===== config.mk =====
export PLATFORM = sky130hd
export DESIGN_NAME = rx
export DESIGN_NICKNAME = d
export VERILOG_FILES = /design/src/rtl/rx.sv
export SDC_FILE = /design/constraint.sdc
export NUM_CORES = 1
export LEC_CHECK = 0
export ABC_CLOCK_PERIOD_IN_PS = 1800
export CORE_ASPECT_RATIO = 1.75
export CORE_MARGIN = 3
export CORE_UTILIZATION = 53
export CTS_CLUSTER_DIAMETER = 40
export DETAILED_ROUTE_END_ITERATION = 7
export HOLD_SLACK_MARGIN = 0.03
export PLACE_DENSITY = 0.77
export SLEW_MARGIN = 0
export SYNTH_ARGS = -nofsm -noshare
export SYNTH_HDL_FRONTEND = slang
export SYNTH_SLANG_ARGS = --single-unit

===== constraint.sdc =====
create_clock -name CLK -period 1.8 [get_ports CLK]
set_input_delay 0.36 -clock CLK [delete_from_list [all_inputs] [get_ports CLK]]
set_output_delay 0.36 -clock CLK [all_outputs]
set_load 0.01 [all_outputs]

===== src/rtl/rx.sv =====
// UART-style serial receiver: 2-flop synchronizer, start-edge detect, mid-bit
// sampling of WIDTH data bits (MSB first) and one stop bit.
module rx #(
  parameter int WIDTH      = 8,
  parameter int OVERSAMPLE = 16
) (
  input  logic             CLK,
  input  logic             RST,
  input  logic             RXD,
  output logic [WIDTH-1:0] RX_DATA,
  output logic             RX_VALID,
  output logic             RX_ERR,
  output logic             RX_BUSY,
  output logic [1:0]       dbg_state
);

  localparam int CW   = (OVERSAMPLE > 1) ? $clog2(OVERSAMPLE) : 1;
  localparam int BW   = $clog2(WIDTH + 1);
  localparam int HALF = OVERSAMPLE / 2;

  typedef enum logic [1:0] {IDLE, START, DATA, STOP} state_t;

  state_t           state, state_next;
  logic [CW-1:0]    cnt, cnt_next;
  logic [BW-1:0]    bit_cnt, bit_next;
  logic [WIDTH-1:0] shift, shift_next;
  logic [WIDTH-1:0] data_next;
  logic             valid_next, err_next;
  logic             sync1, rxs, rxs_q;

  // rxs_q is the previous synchronized value, used only for edge detection.
  always_ff @(posedge CLK or posedge RST) begin
    if (RST) begin
      sync1 <= 1'b1;
      rxs   <= 1'b1;
      rxs_q <= 1'b1;
    end else begin
      sync1 <= RXD;
      rxs   <= sync1;
      rxs_q <= rxs;
    end
  end

  always_ff @(posedge CLK or posedge RST) begin
    if (RST) begin
      state    <= IDLE;
      cnt      <= '0;
      bit_cnt  <= '0;
      shift    <= '0;
      RX_DATA  <= '0;
      RX_VALID <= 1'b0;
      RX_ERR   <= 1'b0;
    end else begin
      state    <= state_next;
      cnt      <= cnt_next;
      bit_cnt  <= bit_next;
      shift    <= shift_next;
      RX_DATA  <= data_next;
      RX_VALID <= valid_next;
      RX_ERR   <= err_next;
    end
  end

  // cnt is cleared at each sample point, so it reads j-1 on the j-th cycle after it.
  always_comb begin
    state_next = state;
    cnt_next   = cnt + CW'(1);
    bit_next   = bit_cnt;
    shift_next = shift;
    data_next  = RX_DATA;
    valid_next = 1'b0;
    err_next   = 1'b0;
    case (state)
      IDLE: begin
        cnt_next = '0;
        bit_next = '0;
        if (!rxs && rxs_q) state_next = START;
      end
      START: begin
        if (cnt == CW'(HALF - 1)) begin
          cnt_next   = '0;
          state_next = rxs ? IDLE : DATA;
        end
      end
      DATA: begin
        if (cnt == CW'(OVERSAMPLE - 1)) begin
          cnt_next   = '0;
          shift_next = {shift[WIDTH-2:0], rxs};
          if (bit_cnt == BW'(WIDTH - 1)) begin
            bit_next   = '0;
            state_next = STOP;
          end else begin
            bit_next = bit_cnt + BW'(1);
          end
        end
      end
      STOP: begin
        if (cnt == CW'(OVERSAMPLE - 1)) begin
          cnt_next   = '0;
          state_next = IDLE;
          if (rxs) begin
            valid_next = 1'b1;
            data_next  = shift;
          end else begin
            err_next = 1'b1;
          end
        end
      end
      default: begin
        state_next = IDLE;
        cnt_next   = '0;
        bit_next   = '0;
      end
    endcase
  end

  assign RX_BUSY   = (state != IDLE);
  assign dbg_state = state;

endmodule


* Word level (Yosys, flattened, before mapping)
Index checks and enable logic that the tools add are counted.
W data, S select, Z words.
** Operators by class
- Add/subtract/negate cells :: 2
- $mul :: 0
- Div/mod/pow operators :: 0
- Order comparisons :: 0
- Equality and inequality tests :: 11
- Shift-type cells :: 0
- Mux-type cells :: 19
- Bitwise gates (word level) :: 0
- Reductions and logical operators :: 10
** Operators by type and width (count)
- $mux W4 :: 4
- $mux W2 :: 6
- $pmux W4 S3 :: 1
- $ne A2 B2 Y1 const B :: 5
- $add A4 B1 Y4 const B :: 2
- $eq A4 B3 Y1 const B :: 2
- $pmux W2 S4 :: 1
- $pmux W4 S2 :: 1
- $mux W1 :: 6
- $reduce_and A5 Y1 :: 1
- $eq A2 B2 Y1 const B :: 2
- $eq A4 B4 Y1 const B :: 1
- $reduce_and A2 Y1 :: 2
- $reduce_bool A2 Y1 :: 2
- $reduce_and A3 Y1 :: 1
- $eq A2 B1 Y1 const B :: 1
- $logic_not A2 Y1 :: 1
- $reduce_or A2 Y1 :: 1
- $logic_and A1 B1 Y1 :: 1
- $logic_not A1 Y1 :: 1
** Storage, ports and cells
- Bits in registers :: 31
- Bits in latches :: 0
- RAM bits :: 0
- Memory bits (read-only) :: 0
- Bits of input ports :: 3
- Output and inout bits :: 13
- Logic and storage cells :: 52
- Memories :: 0

* Logic depth before layout (Yosys ltp)
- Depth after elaboration :: 4
- Gate-level depth with buffers :: 6
- Mapped depth without buffers :: 5

* Worst setup path after synthesis
Ideal clock, no wire load.
- Path kind :: flip-flop to flip-flop
- Start point :: reg cnt[0]
- End point :: reg shift[0]
- Library setup time :: 0.125 ns
- Data arrival time :: 1.368 ns
- Data required time :: 1.675 ns
- Setup slack :: 0.308 ns
- Cell stages (with the launch flop) :: 6
- Buffers on the path :: 1
- Path through :: dfrtp_1 > ha_1 > nand2_1 > nor3_2 > buf_4 > mux2_2
** Between the ends
- Word-level cells in the longest chain between the ends :: 2
** Ends and longest elaborated chain
- from (decl) :: line 24 : logic [CW-1:0] cnt, cnt_next;
- from (signal assigned) :: line 55 : cnt <= cnt_next;
- $eq A4 B4 Y1 :: line 86 : if (cnt == CW'(OVERSAMPLE - 1)) begin
- $reduce_and A2 Y1 (no source line)
- to (signal assigned) :: line 57 : shift <= shift_next;
- to (decl) :: line 26 : logic [WIDTH-1:0] shift, shift_next;
Every way passes these cells.
A chain may end at the register's enable or synchronous reset.

==> reports/summary.txt <==
outcome: completed
# clock sinks: 31
crit path max fanout: 5
Post-Syn Instances: 92
Fmax: 589 MHz
mapped cell area: 1260 µm²
cell taking the most area after synthesis: dfrtp_1
crit path buf inv count: 1
cell chain of the critical path: clkdlybuf4s50_1
Die Area: 3020 µm²
initial antenna violation count: 0
register area share after synthesis: 61.9%
CTS H-tree depth: 2
worst skew pair latency: 0.33 ns
area of the core: 2170 µm²
fin crit share: 94.3%
DIE WIDTH: 42.8 µm
DR vias: 776
Slew Limit Fails: 0
count leader, synth: dfrtp_1
unrepaired setup endpoints after global routing: no
Finished Cell Area: 1550 µm²
GR Overflow Total: 0
Antenna diodes: 0
clock share of power: 36.5%
number of global-route vias before repair: 851
dpl hpwl: 1580 µm
Setup-failing EPs final: 0
Rel. slew slack: 71.5%
area of the multi-input gates: 452 µm²
Logic pwr share: 5.7%
synthesized area per cell: 13.7 µm²
met3 Usage GRT: 7.47%
first-pass GRT wire length: 3800 µm
Avg WL per Cell: 15.2 µm
worst hold slack: 0.279 ns
worst slew pin tran: 0.427 ns
Int Pwr: 970 µW
top cell type's share of synthesized area: 55.7%
Layout area overhead: 22.9%
Synth Register Bits: 31
gpl congestion: 0.821
Switch Pwr: 269 µW
fin nets: 123
DRT antenna net count: 0
PwrDens: 801 nW/µm²
DR pass1 iterations: 4
setup TNS: 0 ns
residual DRC count: 0
Hold Fails Final Rpt: 0
CP max stage cell: clkdlybuf4s50_1
clock slew at the register clock pins of the worst setup and hold paths: 0.09 ns
Distinct cells, synth: 28
vias per std cell: 5.43
total power: 1.24 mW
Async S/R FF share, synth: 100%
I/O Pins: 16
Critical Path Start Type: flop
Sequential Power Share: 57.8%
Synth Flop Type: dfrtp_1
CTS Hold Bufs: 0
total of max-cap violations: 0
min Tclk post-route: 1.70 ns
Root Buffer: clkbuf_4
die height: 70.5 µm
type of destination of the critical path: primary output
skew final: 0.00766 ns
pin count of the biggest net entering global routing: 16
starting density of the core: 57.9%
CTS Buffer Depth: 2
routing usage on met2: 28.8%
Leak: 0.752 nW
DRT Wirelength: 2180 µm
Final Util: 71.1%
critical path class: reg2out
DRT iter0 DRCs: 31
Yosys Warn Count: 0
ratio of cells with drive above 1 in the final layout: 34.5%
CTS buffer count: 5
GR peak layer: met2
port buffer count: 15
CP Data Required Time: 1.44 ns
synth top area cells: dfrtp_1 56%, mux2_2 15%, dfstp_2 6.3%
Total GRT Usage: 17.5%
EDFF count, synth: 0
Post-synth top cells: 28 x dfrtp_1, 17 x mux2_2, 5 x nor2_1
register area: 781 µm²
CP peak stage delay: 0.56 ns
CTS tree: built
syn_nets: 97
peak supply drop: 695 µV
Post-Place Cell Area: 1460 µm²
sw frac: 21.7%
cell family with most CP delay: buffers and inverters
Hold WC Path Type: in2async
WP data arrival: 1.34 ns
row count: 22
number of fill cells: 163
met1 GRT Util: 17.8%
-- final timing paths --
kind	from	end	slack (ns)	depth (start not counted)
min reg2reg	sync1	rxs	0.36	0
min	RST	shift[0]	0.28	2
max	flop	dbg_state[1]	0.10	1
min in group CLK	sync1	rxs	0.36	0
max reg2reg	cnt[0]	RX_DATA[0]	0.14	4
max in group asynchronous	RST	shift[6]	0.99	3
-- placed cells by master, fill, tap and decap left out, drive strengths merged --
cell type	count
o31ai	1
o21ai	4
nor3	3
nor2b	1
mux2	17
o22a	1
inv	4
nand3b	1
nand3	4
buf	7
dlygate4sd2	2
a22o	1
nand2	5
a211oi	1
a21oi	2
and4b	1
dfstp	3
xor2	1
dfrtp	28
nor4	1
clkdlybuf4s50	13
clkbuf	8
ha	2
xnor2	2
nor2	5
a21o	1
-- routing by layer --
metal	vias up	routed length, µm	part of all wire [%]
met5	-	0	0
met4	0	59	2.7
met3	6	97	4.5
met2	15	1160	53
li1	376	-	-
met1	379	860	40
-- final cells by class --
cell class / count / share of cell area, %
clock buffers: 8 / 4.45
inverters: 4 / 0.971
multi-input cells: 54 / 29.2
flip-flops and latches: 31 / 50.5
well taps: 24 / 1.94
repair buffers: 22 / 12.9
-- power groups by stage --
stage / registers (mW) / clock network (mW) / logic [mW]
after detailed placement: 0.730 / 0 / 0.0698
after global placement: 0.729 / 0 / 0.0683
after CTS: 0.717 / 0.473 / 0.0719
after floorplan: 0.728 / 0 / 0.0369
after global routing: 0.718 / 0.504 / 0.0785
final: 0.717 / 0.452 / 0.0705
-- flip-flops by register name, indices dropped and copies added (netlist names), named ones only --
register	count
sync1	1
RX_VALID	1
RX_ERR	1
rxs_q	1
RX_DATA	8
rxs	1
cnt	4
dbg_state	1
shift	8
bit_cnt	4
-- through the flow --
step	cells	worst slack, ns
after floorplan	92	0.308
after global placement	134	0.200
after detailed placement	134	0.150
after CTS	143	0.0902
after global routing	143	0.0393
final	143	0.103
-- cells by family after synthesis --
kind of cell               Yosys count  share of synthesized area, %
DFF                                 31                          61.9
and+or+nand+nor                     21                          10.0
muxes                               17                          15.2
AOI/OAI and AO/OA                   11                          5.96
buffers and inverters                7                          2.78
xor gates and xnor gates             3                          2.09
adders and majority gates            2                          1.99
-- timing repair --
item                                    4_1_cts  5_1_grt
resized for setup                             5        0
setup buffers                                 1        0
endpoints found under the setup margin        1        0
No activity file was read; power rests on OpenSTA's default activity.
